**src/rtl/mips_pkg.sv**
```systemverilog
// Shared MIPS32 encoding constants: mnemonic enum, opcode/funct fields and packing helpers.
// Used by both the control decoder and the instruction encoder.
package mips_pkg;

    typedef enum logic [5:0] {
        OP_ADD   = 6'd0,  OP_ADDU  = 6'd1,  OP_SUB   = 6'd2,  OP_SUBU  = 6'd3,
        OP_AND   = 6'd4,  OP_OR    = 6'd5,  OP_XOR   = 6'd6,  OP_NOR   = 6'd7,
        OP_SLT   = 6'd8,  OP_SLTU  = 6'd9,  OP_SLL   = 6'd10, OP_SRL   = 6'd11,
        OP_SRA   = 6'd12, OP_SLLV  = 6'd13, OP_SRLV  = 6'd14, OP_SRAV  = 6'd15,
        OP_ROTR  = 6'd16, OP_ROTRV = 6'd17, OP_JR    = 6'd18, OP_MUL   = 6'd19,
        OP_MADD  = 6'd20, OP_MSUB  = 6'd21, OP_SEB   = 6'd22, OP_SEH   = 6'd23,
        OP_ADDI  = 6'd24, OP_ADDIU = 6'd25, OP_SLTI  = 6'd26, OP_SLTIU = 6'd27,
        OP_ANDI  = 6'd28, OP_ORI   = 6'd29, OP_XORI  = 6'd30, OP_LUI   = 6'd31,
        OP_LB    = 6'd32, OP_LH    = 6'd33, OP_LW    = 6'd34, OP_LBU   = 6'd35,
        OP_LHU   = 6'd36, OP_SB    = 6'd37, OP_SH    = 6'd38, OP_SW    = 6'd39,
        OP_BEQ   = 6'd40, OP_BNE   = 6'd41, OP_BGTZ  = 6'd42, OP_BLEZ  = 6'd43,
        OP_BGEZ  = 6'd44, OP_BLTZ  = 6'd45, OP_J     = 6'd46, OP_JAL   = 6'd47,
        OP_LI    = 6'd48
    } op_e;

    typedef enum logic [1:0] {IDLE, EMIT1, EMIT2} enc_state_e;

    localparam logic [5:0] OPC_SPECIAL  = 6'b000000;
    localparam logic [5:0] OPC_REGIMM   = 6'b000001;
    localparam logic [5:0] OPC_J        = 6'b000010;
    localparam logic [5:0] OPC_JAL      = 6'b000011;
    localparam logic [5:0] OPC_BEQ      = 6'b000100;
    localparam logic [5:0] OPC_BNE      = 6'b000101;
    localparam logic [5:0] OPC_BLEZ     = 6'b000110;
    localparam logic [5:0] OPC_BGTZ     = 6'b000111;
    localparam logic [5:0] OPC_ADDI     = 6'b001000;
    localparam logic [5:0] OPC_ADDIU    = 6'b001001;
    localparam logic [5:0] OPC_SLTI     = 6'b001010;
    localparam logic [5:0] OPC_SLTIU    = 6'b001011;
    localparam logic [5:0] OPC_ANDI     = 6'b001100;
    localparam logic [5:0] OPC_ORI      = 6'b001101;
    localparam logic [5:0] OPC_XORI     = 6'b001110;
    localparam logic [5:0] OPC_LUI      = 6'b001111;
    localparam logic [5:0] OPC_SPECIAL2 = 6'b011100;
    localparam logic [5:0] OPC_SPECIAL3 = 6'b011111;
    localparam logic [5:0] OPC_LB       = 6'b100000;
    localparam logic [5:0] OPC_LH       = 6'b100001;
    localparam logic [5:0] OPC_LW       = 6'b100011;
    localparam logic [5:0] OPC_LBU      = 6'b100100;
    localparam logic [5:0] OPC_LHU      = 6'b100101;
    localparam logic [5:0] OPC_SB       = 6'b101000;
    localparam logic [5:0] OPC_SH       = 6'b101001;
    localparam logic [5:0] OPC_SW       = 6'b101011;

    localparam logic [5:0] FN_SLL  = 6'b000000;
    localparam logic [5:0] FN_SRL  = 6'b000010;
    localparam logic [5:0] FN_SRA  = 6'b000011;
    localparam logic [5:0] FN_SLLV = 6'b000100;
    localparam logic [5:0] FN_SRLV = 6'b000110;
    localparam logic [5:0] FN_SRAV = 6'b000111;
    localparam logic [5:0] FN_JR   = 6'b001000;
    localparam logic [5:0] FN_ADD  = 6'b100000;
    localparam logic [5:0] FN_ADDU = 6'b100001;
    localparam logic [5:0] FN_SUB  = 6'b100010;
    localparam logic [5:0] FN_SUBU = 6'b100011;
    localparam logic [5:0] FN_AND  = 6'b100100;
    localparam logic [5:0] FN_OR   = 6'b100101;
    localparam logic [5:0] FN_XOR  = 6'b100110;
    localparam logic [5:0] FN_NOR  = 6'b100111;
    localparam logic [5:0] FN_SLT  = 6'b101010;
    localparam logic [5:0] FN_SLTU = 6'b101011;

    localparam logic [5:0] FN2_MADD  = 6'b000000;
    localparam logic [5:0] FN2_MUL   = 6'b000010;
    localparam logic [5:0] FN2_MSUB  = 6'b000100;
    localparam logic [5:0] FN3_BSHFL = 6'b100000;
    localparam logic [4:0] SA_SEB    = 5'b10000;
    localparam logic [4:0] SA_SEH    = 5'b11000;
    localparam logic [4:0] RT_BLTZ   = 5'b00000;
    localparam logic [4:0] RT_BGEZ   = 5'b00001;

    localparam logic [31:0] NOP_WORD = 32'h0000_0000;

    function automatic logic [31:0] pack_r(logic [5:0] opc, logic [4:0] rs, logic [4:0] rt,
                                           logic [4:0] rd, logic [4:0] sh, logic [5:0] fn);
        return {opc, rs, rt, rd, sh, fn};
    endfunction

    function automatic logic [31:0] pack_i(logic [5:0] opc, logic [4:0] rs, logic [4:0] rt,
                                           logic [15:0] imm16);
        return {opc, rs, rt, imm16};
    endfunction

endpackage

```
**src/rtl/instr_encoder_if.sv**
```systemverilog
// Request/emit bundle between a symbolic-instruction source and the encoder.
interface instr_encoder_if #(parameter int ADDR_W = 10);
    logic              in_valid;
    logic              in_ready;
    logic [5:0]        op;
    logic [4:0]        rs;
    logic [4:0]        rt;
    logic [4:0]        rd;
    logic [4:0]        shamt;
    logic [31:0]       imm;
    logic [25:0]       target;
    logic              out_valid;
    logic              out_ready;
    logic [31:0]       out_instr;
    logic [ADDR_W-1:0] out_addr;
    logic              err;

    modport master (output in_valid, op, rs, rt, rd, shamt, imm, target, out_ready,
                    input  in_ready, out_valid, out_instr, out_addr, err);
    modport slave  (input  in_valid, op, rs, rt, rd, shamt, imm, target, out_ready,
                    output in_ready, out_valid, out_instr, out_addr, err);
endinterface

```
**src/rtl/instr_pack.sv**
```systemverilog
// Combinational mnemonic-to-machine-word mapping; fields an op does not define are zeroed.
module instr_pack
    import mips_pkg::*;
#(
    parameter int DELAY_SLOT_NOP = 1
) (
    input  logic [5:0]  op,
    input  logic [4:0]  rs,
    input  logic [4:0]  rt,
    input  logic [4:0]  rd,
    input  logic [4:0]  shamt,
    input  logic [31:0] imm,
    input  logic [25:0] target,
    output logic [31:0] word1,
    output logic [31:0] word2,
    output logic        has_word2,
    output logic        illegal
);
    logic [15:0] imm_lo;
    logic [15:0] imm_hi;
    logic        is_ctrl;

    assign imm_lo = imm[15:0];
    assign imm_hi = imm[31:16];

    always_comb begin
        word1     = NOP_WORD;
        word2     = NOP_WORD;
        has_word2 = 1'b0;
        illegal   = 1'b0;
        is_ctrl   = 1'b0;
        case (op)
            OP_ADD:   word1 = pack_r(OPC_SPECIAL, rs, rt, rd, 5'd0, FN_ADD);
            OP_ADDU:  word1 = pack_r(OPC_SPECIAL, rs, rt, rd, 5'd0, FN_ADDU);
            OP_SUB:   word1 = pack_r(OPC_SPECIAL, rs, rt, rd, 5'd0, FN_SUB);
            OP_SUBU:  word1 = pack_r(OPC_SPECIAL, rs, rt, rd, 5'd0, FN_SUBU);
            OP_AND:   word1 = pack_r(OPC_SPECIAL, rs, rt, rd, 5'd0, FN_AND);
            OP_OR:    word1 = pack_r(OPC_SPECIAL, rs, rt, rd, 5'd0, FN_OR);
            OP_XOR:   word1 = pack_r(OPC_SPECIAL, rs, rt, rd, 5'd0, FN_XOR);
            OP_NOR:   word1 = pack_r(OPC_SPECIAL, rs, rt, rd, 5'd0, FN_NOR);
            OP_SLT:   word1 = pack_r(OPC_SPECIAL, rs, rt, rd, 5'd0, FN_SLT);
            OP_SLTU:  word1 = pack_r(OPC_SPECIAL, rs, rt, rd, 5'd0, FN_SLTU);
            OP_SLL:   word1 = pack_r(OPC_SPECIAL, 5'd0, rt, rd, shamt, FN_SLL);
            OP_SRL:   word1 = pack_r(OPC_SPECIAL, 5'd0, rt, rd, shamt, FN_SRL);
            OP_SRA:   word1 = pack_r(OPC_SPECIAL, 5'd0, rt, rd, shamt, FN_SRA);
            // Rotates reuse the SRL/SRLV functs, distinguished by a 1 in rs or shamt
            OP_ROTR:  word1 = pack_r(OPC_SPECIAL, 5'd1, rt, rd, shamt, FN_SRL);
            OP_SLLV:  word1 = pack_r(OPC_SPECIAL, rs, rt, rd, 5'd0, FN_SLLV);
            OP_SRLV:  word1 = pack_r(OPC_SPECIAL, rs, rt, rd, 5'd0, FN_SRLV);
            OP_SRAV:  word1 = pack_r(OPC_SPECIAL, rs, rt, rd, 5'd0, FN_SRAV);
            OP_ROTRV: word1 = pack_r(OPC_SPECIAL, rs, rt, rd, 5'd1, FN_SRLV);
            OP_JR: begin
                word1   = pack_r(OPC_SPECIAL, rs, 5'd0, 5'd0, 5'd0, FN_JR);
                is_ctrl = 1'b1;
            end
            OP_MUL:   word1 = pack_r(OPC_SPECIAL2, rs, rt, rd, 5'd0, FN2_MUL);
            OP_MADD:  word1 = pack_r(OPC_SPECIAL2, rs, rt, 5'd0, 5'd0, FN2_MADD);
            OP_MSUB:  word1 = pack_r(OPC_SPECIAL2, rs, rt, 5'd0, 5'd0, FN2_MSUB);
            OP_SEB:   word1 = pack_r(OPC_SPECIAL3, 5'd0, rt, rd, SA_SEB, FN3_BSHFL);
            OP_SEH:   word1 = pack_r(OPC_SPECIAL3, 5'd0, rt, rd, SA_SEH, FN3_BSHFL);
            OP_ADDI:  word1 = pack_i(OPC_ADDI, rs, rt, imm_lo);
            OP_ADDIU: word1 = pack_i(OPC_ADDIU, rs, rt, imm_lo);
            OP_SLTI:  word1 = pack_i(OPC_SLTI, rs, rt, imm_lo);
            OP_SLTIU: word1 = pack_i(OPC_SLTIU, rs, rt, imm_lo);
            OP_ANDI:  word1 = pack_i(OPC_ANDI, rs, rt, imm_lo);
            OP_ORI:   word1 = pack_i(OPC_ORI, rs, rt, imm_lo);
            OP_XORI:  word1 = pack_i(OPC_XORI, rs, rt, imm_lo);
            OP_LUI:   word1 = pack_i(OPC_LUI, 5'd0, rt, imm_lo);
            OP_LB:    word1 = pack_i(OPC_LB, rs, rt, imm_lo);
            OP_LH:    word1 = pack_i(OPC_LH, rs, rt, imm_lo);
            OP_LW:    word1 = pack_i(OPC_LW, rs, rt, imm_lo);
            OP_LBU:   word1 = pack_i(OPC_LBU, rs, rt, imm_lo);
            OP_LHU:   word1 = pack_i(OPC_LHU, rs, rt, imm_lo);
            OP_SB:    word1 = pack_i(OPC_SB, rs, rt, imm_lo);
            OP_SH:    word1 = pack_i(OPC_SH, rs, rt, imm_lo);
            OP_SW:    word1 = pack_i(OPC_SW, rs, rt, imm_lo);
            OP_BEQ:  begin word1 = pack_i(OPC_BEQ, rs, rt, imm_lo);         is_ctrl = 1'b1; end
            OP_BNE:  begin word1 = pack_i(OPC_BNE, rs, rt, imm_lo);         is_ctrl = 1'b1; end
            OP_BGTZ: begin word1 = pack_i(OPC_BGTZ, rs, 5'd0, imm_lo);      is_ctrl = 1'b1; end
            OP_BLEZ: begin word1 = pack_i(OPC_BLEZ, rs, 5'd0, imm_lo);      is_ctrl = 1'b1; end
            OP_BGEZ: begin word1 = pack_i(OPC_REGIMM, rs, RT_BGEZ, imm_lo); is_ctrl = 1'b1; end
            OP_BLTZ: begin word1 = pack_i(OPC_REGIMM, rs, RT_BLTZ, imm_lo); is_ctrl = 1'b1; end
            OP_J:    begin word1 = {OPC_J, target};                         is_ctrl = 1'b1; end
            OP_JAL:  begin word1 = {OPC_JAL, target};                       is_ctrl = 1'b1; end
            OP_LI: begin
                // A constant that fits in 16 bits needs only the ORI from $0
                if (imm_hi != 16'd0) begin
                    word1     = pack_i(OPC_LUI, 5'd0, rt, imm_hi);
                    word2     = pack_i(OPC_ORI, rt, rt, imm_lo);
                    has_word2 = 1'b1;
                end else begin
                    word1 = pack_i(OPC_ORI, 5'd0, rt, imm_lo);
                end
            end
            default: illegal = 1'b1;
        endcase
        if (is_ctrl && (DELAY_SLOT_NOP != 0)) begin
            has_word2 = 1'b1;
        end
    end

endmodule

```
**src/rtl/instr_encoder.sv**
```systemverilog
// Sequential instruction encoder: accepts symbolic requests, emits up to two
// packed words per request with a running byte address.
module instr_encoder
    import mips_pkg::*;
#(
    parameter int ADDR_W         = 10,
    parameter int BASE_ADDR      = 0,
    parameter int DELAY_SLOT_NOP = 1
) (
    input  logic            clk,
    input  logic            rst_n,
    instr_encoder_if.slave  bus
);
    localparam logic [ADDR_W-1:0] BASE = ADDR_W'(BASE_ADDR);
    localparam logic [ADDR_W-1:0] STEP = ADDR_W'(4);

    enc_state_e        state_reg, state_next;
    logic [31:0]       out_instr_reg, out_instr_next;
    logic [31:0]       word2_reg, word2_next;
    logic              has_word2_reg, has_word2_next;
    logic [ADDR_W-1:0] addr_reg, addr_next;
    logic              err_reg, err_next;

    logic [31:0]       pk_word1;
    logic [31:0]       pk_word2;
    logic              pk_has_word2;
    logic              pk_illegal;

    instr_pack #(.DELAY_SLOT_NOP(DELAY_SLOT_NOP)) u_pack (
        .op        (bus.op),
        .rs        (bus.rs),
        .rt        (bus.rt),
        .rd        (bus.rd),
        .shamt     (bus.shamt),
        .imm       (bus.imm),
        .target    (bus.target),
        .word1     (pk_word1),
        .word2     (pk_word2),
        .has_word2 (pk_has_word2),
        .illegal   (pk_illegal)
    );

    always_ff @(posedge clk or negedge rst_n) begin
        if (!rst_n) begin
            state_reg     <= IDLE;
            out_instr_reg <= NOP_WORD;
            word2_reg     <= NOP_WORD;
            has_word2_reg <= 1'b0;
            addr_reg      <= BASE;
            err_reg       <= 1'b0;
        end else begin
            state_reg     <= state_next;
            out_instr_reg <= out_instr_next;
            word2_reg     <= word2_next;
            has_word2_reg <= has_word2_next;
            addr_reg      <= addr_next;
            err_reg       <= err_next;
        end
    end

    always_comb begin
        state_next     = state_reg;
        out_instr_next = out_instr_reg;
        word2_next     = word2_reg;
        has_word2_next = has_word2_reg;
        addr_next      = addr_reg;
        err_next       = 1'b0;
        case (state_reg)
            IDLE: begin
                if (bus.in_valid) begin
                    word2_next     = pk_word2;
                    has_word2_next = pk_has_word2;
                    // Unknown ops only raise err; the output word and address stay put
                    if (pk_illegal) begin
                        err_next = 1'b1;
                    end else begin
                        out_instr_next = pk_word1;
                        state_next     = EMIT1;
                    end
                end
            end
            EMIT1: begin
                if (bus.out_ready) begin
                    addr_next = addr_reg + STEP;
                    if (has_word2_reg) begin
                        out_instr_next = word2_reg;
                        state_next     = EMIT2;
                    end else begin
                        state_next = IDLE;
                    end
                end
            end
            EMIT2: begin
                if (bus.out_ready) begin
                    addr_next  = addr_reg + STEP;
                    state_next = IDLE;
                end
            end
            default: state_next = IDLE;
        endcase
    end

    assign bus.in_ready  = (state_reg == IDLE);
    assign bus.out_valid = (state_reg == EMIT1) || (state_reg == EMIT2);
    assign bus.out_instr = out_instr_reg;
    assign bus.out_addr  = addr_reg;
    assign bus.err       = err_reg;

endmodule

```
**src/flat_wrapper.sv**
```systemverilog
// flat-port wrapper written by rule: the top's interface ports become plain ports
module instr_encoder_flat import mips_pkg::*;
#(
    parameter int ADDR_W         = 10,
    parameter int BASE_ADDR      = 0,
    parameter int DELAY_SLOT_NOP = 1
)
  (clk, rst_n, bus_in_valid, bus_op, bus_rs, bus_rt, bus_rd, bus_shamt, bus_imm, bus_target, bus_out_ready, bus_in_ready, bus_out_valid, bus_out_instr, bus_out_addr, bus_err);
  instr_encoder_if #(.ADDR_W(ADDR_W)) bus_i ();
  input  logic clk;
  input  logic rst_n;
  input wire logic [$bits(bus_i.in_valid)-1:0] bus_in_valid;
  input wire logic [$bits(bus_i.op)-1:0] bus_op;
  input wire logic [$bits(bus_i.rs)-1:0] bus_rs;
  input wire logic [$bits(bus_i.rt)-1:0] bus_rt;
  input wire logic [$bits(bus_i.rd)-1:0] bus_rd;
  input wire logic [$bits(bus_i.shamt)-1:0] bus_shamt;
  input wire logic [$bits(bus_i.imm)-1:0] bus_imm;
  input wire logic [$bits(bus_i.target)-1:0] bus_target;
  input wire logic [$bits(bus_i.out_ready)-1:0] bus_out_ready;
  output wire logic [$bits(bus_i.in_ready)-1:0] bus_in_ready;
  output wire logic [$bits(bus_i.out_valid)-1:0] bus_out_valid;
  output wire logic [$bits(bus_i.out_instr)-1:0] bus_out_instr;
  output wire logic [$bits(bus_i.out_addr)-1:0] bus_out_addr;
  output wire logic [$bits(bus_i.err)-1:0] bus_err;
  assign bus_i.in_valid = bus_in_valid;
  assign bus_i.op = bus_op;
  assign bus_i.rs = bus_rs;
  assign bus_i.rt = bus_rt;
  assign bus_i.rd = bus_rd;
  assign bus_i.shamt = bus_shamt;
  assign bus_i.imm = bus_imm;
  assign bus_i.target = bus_target;
  assign bus_i.out_ready = bus_out_ready;
  assign bus_in_ready = bus_i.in_ready;
  assign bus_out_valid = bus_i.out_valid;
  assign bus_out_instr = bus_i.out_instr;
  assign bus_out_addr = bus_i.out_addr;
  assign bus_err = bus_i.err;
  instr_encoder #(.ADDR_W(ADDR_W), .BASE_ADDR(BASE_ADDR), .DELAY_SLOT_NOP(DELAY_SLOT_NOP)) u_core (.clk(clk), .rst_n(rst_n), .bus(bus_i));
endmodule
```
**config.mk**
```make
export PLATFORM = sky130hd
export DESIGN_NAME = instr_encoder_flat
export DESIGN_NICKNAME = d
export VERILOG_FILES = /design/src/rtl/mips_pkg.sv /design/src/rtl/instr_encoder_if.sv /design/src/rtl/instr_pack.sv /design/src/rtl/instr_encoder.sv /design/src/flat_wrapper.sv
export SDC_FILE = /design/constraint.sdc
export NUM_CORES = 1
export LEC_CHECK = 0
export ABC_AREA = 0
export ABC_CLOCK_PERIOD_IN_PS = 1800
export CAP_MARGIN = 30
export CORE_ASPECT_RATIO = 0.9
export CORE_MARGIN = 2
export CORE_UTILIZATION = 41
export CTS_CLUSTER_DIAMETER = 200
export DETAILED_ROUTE_END_ITERATION = 12
export HOLD_SLACK_MARGIN = 0.1
export PLACE_DENSITY = 0.77
export SLEW_MARGIN = 40
export SYNTH_ARGS = -nofsm -noshare
export SYNTH_HDL_FRONTEND = slang
export SYNTH_SLANG_ARGS = --single-unit
```
**constraint.sdc**
```tcl
create_clock -name clk -period 1.8 [get_ports clk]
set_clock_uncertainty 0.05 [all_clocks]
set_input_delay 0.36 -clock clk [delete_from_list [all_inputs] [get_ports clk]]
set_output_delay 0.36 -clock clk [all_outputs]
set_load 0.005 [all_outputs]
```
Word-level counts from Yosys, hierarchy flattened
Cells that the tools add are included.
{ "totals": {"register_bits": 78, "output_inout_bits": 45, "elab_cells": 96} }
{ "op_classes": {"add_sub_neg": 1, "n_eq_ne": 55, "n_mux": 22, "reduce_logical": 12} }
{ "ops": {"columns": ["op", "count"], "rows": [
  ["$pmux 32 s49", 1],
  ["$mux 32", 4],
  ["$eq 6x6->1 const B", 17],
  ["$eq 6x5->1 const B", 16],
  ["$pmux 32 s2", 1],
  ["$mux 30", 2],
  ["$reduce_or 49->1", 1],
  ["$eq 6x4->1 const B", 8],
  ["$mux 28", 1],
  ["$eq 6x3->1 const B", 4],
  ["$reduce_bool 16->1", 1],
  ["$eq 6x2->1 const B", 2],
  ["$add 10x3->10 const B", 1],
  ["$mux 2", 5],
  ["$reduce_or 9->1", 1],
  ["$ne 2x2->1 const B", 4],
  ["$mux 1", 7],
  ["$eq 6x1->1 const B", 1],
  ["$logic_not 6->1", 1],
  ["$pmux 2 s3", 1],
  ["$reduce_and 5->1", 1],
  ["$reduce_and 2->1", 2],
  ["$reduce_and 4->1", 1],
  ["$eq 2x1->1 const B", 1],
  ["other kinds (6)", 6]
]} }

Longest topological paths before layout
{ "depth": {"ltp_word": 6, "ltp_mapped": 9} }

Cells and area by module
A second synthesis with hierarchy kept.
{ "unflattened": {"hier_cells": 457, "hier_area_um2": 4923.5} }
{ "modules_own_cells": {"columns": ["module", "n_inst", "cells_each", "area_per_inst_um2", "seq_area_each_um2"], "rows": [
  ["instr_encoder", 1, 224, 3417.0, 1901.8],
  ["instr_pack", 1, 233, 1506.4, 0.0]
]} }

Worst setup path after synthesis
OpenSTA, ideal clock, no wires.
{ "synth_timing": {"path_kind": "input-to-reg", "from": "input bus_op[2]", "to": "register u_core.out_instr_reg[3], in the netlist u_core.bus.out_instr[3]", "setup_ps": 126, "arrival_time_ps": 1786, "setup_slack_ps": -162, "stages": 8, "n_path_buf": 3, "path_cell_list": "buf_6 nor4_4 nand3b_1 a21boi_1 a21o_1 buf_2 buf_6 a221o_1"} }
{ "synth_via": {"elab_chain_len": 5, "elab_cells_between_ends": 56} }
{ "synth_rtl": {"columns": ["item", "line", "rtl"], "rows": [
  ["start, declared", "flat_wrapper.sv:13", "input wire logic [$bits(bus_i.op)-1:0] bus_op;"],
  ["$eq 6x6->1 (tied with other cells)", "instr_pack.sv:32", "case (op)"],
  ["$pmux 32 s49", "instr_pack.sv:32", null],
  ["$mux 32", "instr_encoder.sv:74", "if (pk_illegal) begin"],
  ["$mux 32", "instr_encoder.sv:70", "if (bus.in_valid) begin"],
  ["$pmux 32 s2", "instr_encoder.sv:68", "case (state_reg)"],
  ["end signal, assigned", "instr_encoder.sv:53", "out_instr_reg <= out_instr_next;"],
  ["end, declared", "instr_encoder.sv:18", "logic [31:0] out_instr_reg, out_instr_next;"]
]} }
Parallel ways exist; a longest one is shown, timed or not. The select of a mux whose other input is x is not followed.
A chain may end at the register's enable or synchronous reset.

Final worst setup path
{ "layout_timing": {"from": "register u_core.state_reg[1]", "to": "register u_core.out_instr_reg[8], in the netlist u_core.bus.out_instr[8]"} }
{ "layout_via": {"elab_chain_len": 3, "elab_cells_between_ends": 9} }
{ "layout_rtl": {"columns": ["item", "line", "rtl"], "rows": [
  ["start, declared", "instr_encoder.sv:17", "enc_state_e state_reg, state_next;"],
  ["start signal, assigned", "instr_encoder.sv:52", "state_reg <= state_next;"],
  ["$eq 2x1->1 or $logic_not 2->1 (tied branches)", "instr_encoder.sv:68", null],
  ["$ne 2x1->1 (no line) (tied with other cells)", null, null],
  ["$reduce_and 5->1 (no line)", null, null]
]} }
Parallel ways exist; a longest one is shown, timed or not.

==> run metrics <==
status=finished, violations left; failing checks=negative setup slack; leakage power total=2.83 nW; Hold WS=0.356 ns; wire per inst=~20 um; asr flop ratio synth=100%; Synth-to-Final Area Change=73.5%; Max Fclk=541 MHz; minimum clock period=~1.8 ns; Ant. Diodes=0; TritonCTS Sinks=66; CTS tree=done; post-synth top area share=between 40% and 50%; endpoints failing setup=10; fin worst setup slack=-0.0484 ns; CP Max Fanout=6; initial core utilization=roughly 42%; Commonest cells post-synth=nand2_1 (75), dfrtp_1 (66), o21ai_0 (52); Final Max Slew Viols=0; Worst Path Arrival=2.03 ns; Row Count=33; nets@finish=~740; dominant synthesized flop cell=dfrtp_1; Setup CP Type=reg -> reg; Gate Count Post-Synth=roughly 430; share of cells above drive strength 1=between 30% and 40%; leading area contributor after synthesis=dfrtp_1; Clock Tree Buf Depth=2; routability cong.=slightly below 1; Tcrit/Tclk final=103%; clock latency on the worst-skew pair=about 0.35 ns; iteration-0 DRC count of the detailed router=407; core footprint=~9000 um^2; vias in the first global route=4344; total CTS buffers=9; Synth Cell Area=roughly 3800 um^2; Fin. Hold Viols=0; initial antenna violation count=0; Setup crit end kind=register; die width=106 um; PD cells=~1100 nW/um^2; htree depth=3; sequential-to-total area share from yosys stat=a little over two fifths; Synth Warn #=0; Final ANT Viol Nets=0; Clock Tree Root=clkbuf_8; synth unique cells=53; DRC viols=0; Avg Cell Area, Syn=about 8.8 um^2; GRT overflow=0; hold crit path type=in -> reg; Worst Setup Start Kind=register; maxcap violations=0; drt total wl=15500 um; die height=roughly 96 um; clock-pin slew on the worst setup and hold paths=~0.08 ns; gr usage total=28.9%; max reg flops=32; RSZ-0062 raised after global routing=true; IO Pins=133; most common cell in the netlist=nand2_1; Yosys reg bits=66; total die area=10100 um^2; Port Buffers=between 100 and 150; Post-synth EDFFs=0; Fillers=630; CP required=roughly 2 ns; Place WS=-0.859 ns; largest net degree at the start of global routing=between 60 and 70; maximum vdd drop=between 0.0007 and 0.0008 V; routed via count=between 4000 and 5000; global-route wire length before repair=about 23000 um; HPWL Detailed=10400 um; vias per cell=just under 6; 1st-pass router iterations=6; Synth area leaders=dfrtp_1 (43%), nand2_1 (7.4%), o21ai_0 (6.8%), a22oi_1 (4.7%), a21oi_1 (3.4%)
[layout by cell type (no fill, tap or decap), types with 4 or more instances in the layout]
master | Yosys | layout
a221o_1 | 9 | 8
a31oi_1 | 5 | 5
a21oi_1 | 26 | 22
nand2_1 | 75 | 74
nand3_1 | 8 | 6
a22oi_1 | 24 | 10
buf_12 | 0 | 6
nor2b_1 | 8 | 4
and3_1 | 7 | 6
a22oi_2 | 0 | 14
nand3b_1 | 4 | 4
o21ai_0 | 52 | 36
a222oi_1 | 10 | 10
buf_6 | 3 | 16
dfrtp_1 | 66 | 66
o21ai_1 | 0 | 16
clkdlybuf4s50_1 | 0 | 105
nor4_4 | 1 | 5
nor3_1 | 7 | 4
a21oi_2 | 0 | 4
clkbuf_8 | 0 | 10
xnor2_1 | 5 | 5
buf_4 | 4 | 98
nor2_1 | 16 | 14
buf_2 | 13 | 9
[timing repair]
action	4_1_cts	5_1_grt
hold buffers	1	0
pin swaps	24	21
endpoints found under the setup margin	58	35
buffers inserted	12	3
gates resized for setup	130	81
gates cloned	3	2
hold endpoints to repair	66	0
[routing by layer]
layer	up-vias	routed length (um)	GRT usage (%)	share of wire [%]
li1	2040	-	-	-
met1	2201	5970	37.4	39
met2	287	7400	48.1	48
met3	60	1650	7.86	11
met4	0	456	8.22	2.9
met5	-	0	0	0
[kinds of logic after synthesis]
logic type | Yosys count | share of synthesized area, %
AOI/OAI and AO/OA | 161 | 28.7
and+or+nand+nor | 146 | 18.2
DFF | 66 | 43.3
buffers and inverters | 44 | 5.74
xor gates and xnor gates | 8 | 1.84
adders and majority gates | 4 | 1.31
muxes | 3 | 0.852
other | 1 | 0.0982
[where the power goes]
part           total, mW  switching, mW  internal [mW]
clock               1.44          0.615          0.820
sequential          2.17          0.305           1.87
combinational       3.99           1.83           2.17
[worst max-delay path, stage by stage (launching register included)]
cell	delay (ns)
dfrtp_1	0.42
inv_2	0.08
buf_6	0.12
ha_4	0.17
nand2b_4	0.14
a21o_4	0.28
clkbuf_16	0.19
a221o_1	0.29
[through the flow]
stage / TNS, ns / area (um^2) / power (mW) / std cells / util [%]
6_report: -0.278 / 6620 / 7.60 / 774 / 72.9
5_1_grt: -0.881 / 6620 / 7.91 / 774 / 72.9
4_1_cts: -0.00786 / 6310 / 6.92 / 769 / 69.4
3_5_place_dp: -37.11 / 5860 / 5.13 / 738 / 64.5
3_3_place_gp: -33.38 / 5860 / 5.06 / 738 / 64.5
2_1_floorplan: -0.573 / 3860 / 3.45 / 434 / -
[layout make-up]
class                   instances  area, um^2  share of cell area [%]
clock buffers                  10         138                    2.08
clock inverters                 6        90.1                    1.36
inverters                       5        22.5                   0.340
multi-input cells             324        2310                    34.9
flip-flops and latches         66        1650                    24.9
well taps                     122         153                    2.30
repair buffers                241        2260                    34.1
[final timing paths]
kind	cells after the start	to	start	slack (ns)
max	7	u_core.bus.out_instr[8]	u_core.state_reg[1]	-0.05
min	4	u_core.bus.out_instr[5]	bus_imm[21]	0.36
max reg2reg	7	u_core.bus.out_instr[8]	u_core.state_reg[1]	-0.05
min reg2reg	1	u_core.bus.out_addr[9]	u_core.bus.out_addr[9]	0.43
max in group asynchronous	3	u_core.bus.out_instr[31]	rst_n	0.90
min in group asynchronous	3	u_core.bus.out_instr[7]	rst_n	0.51
No activity file was read; power rests on OpenSTA's default activity.
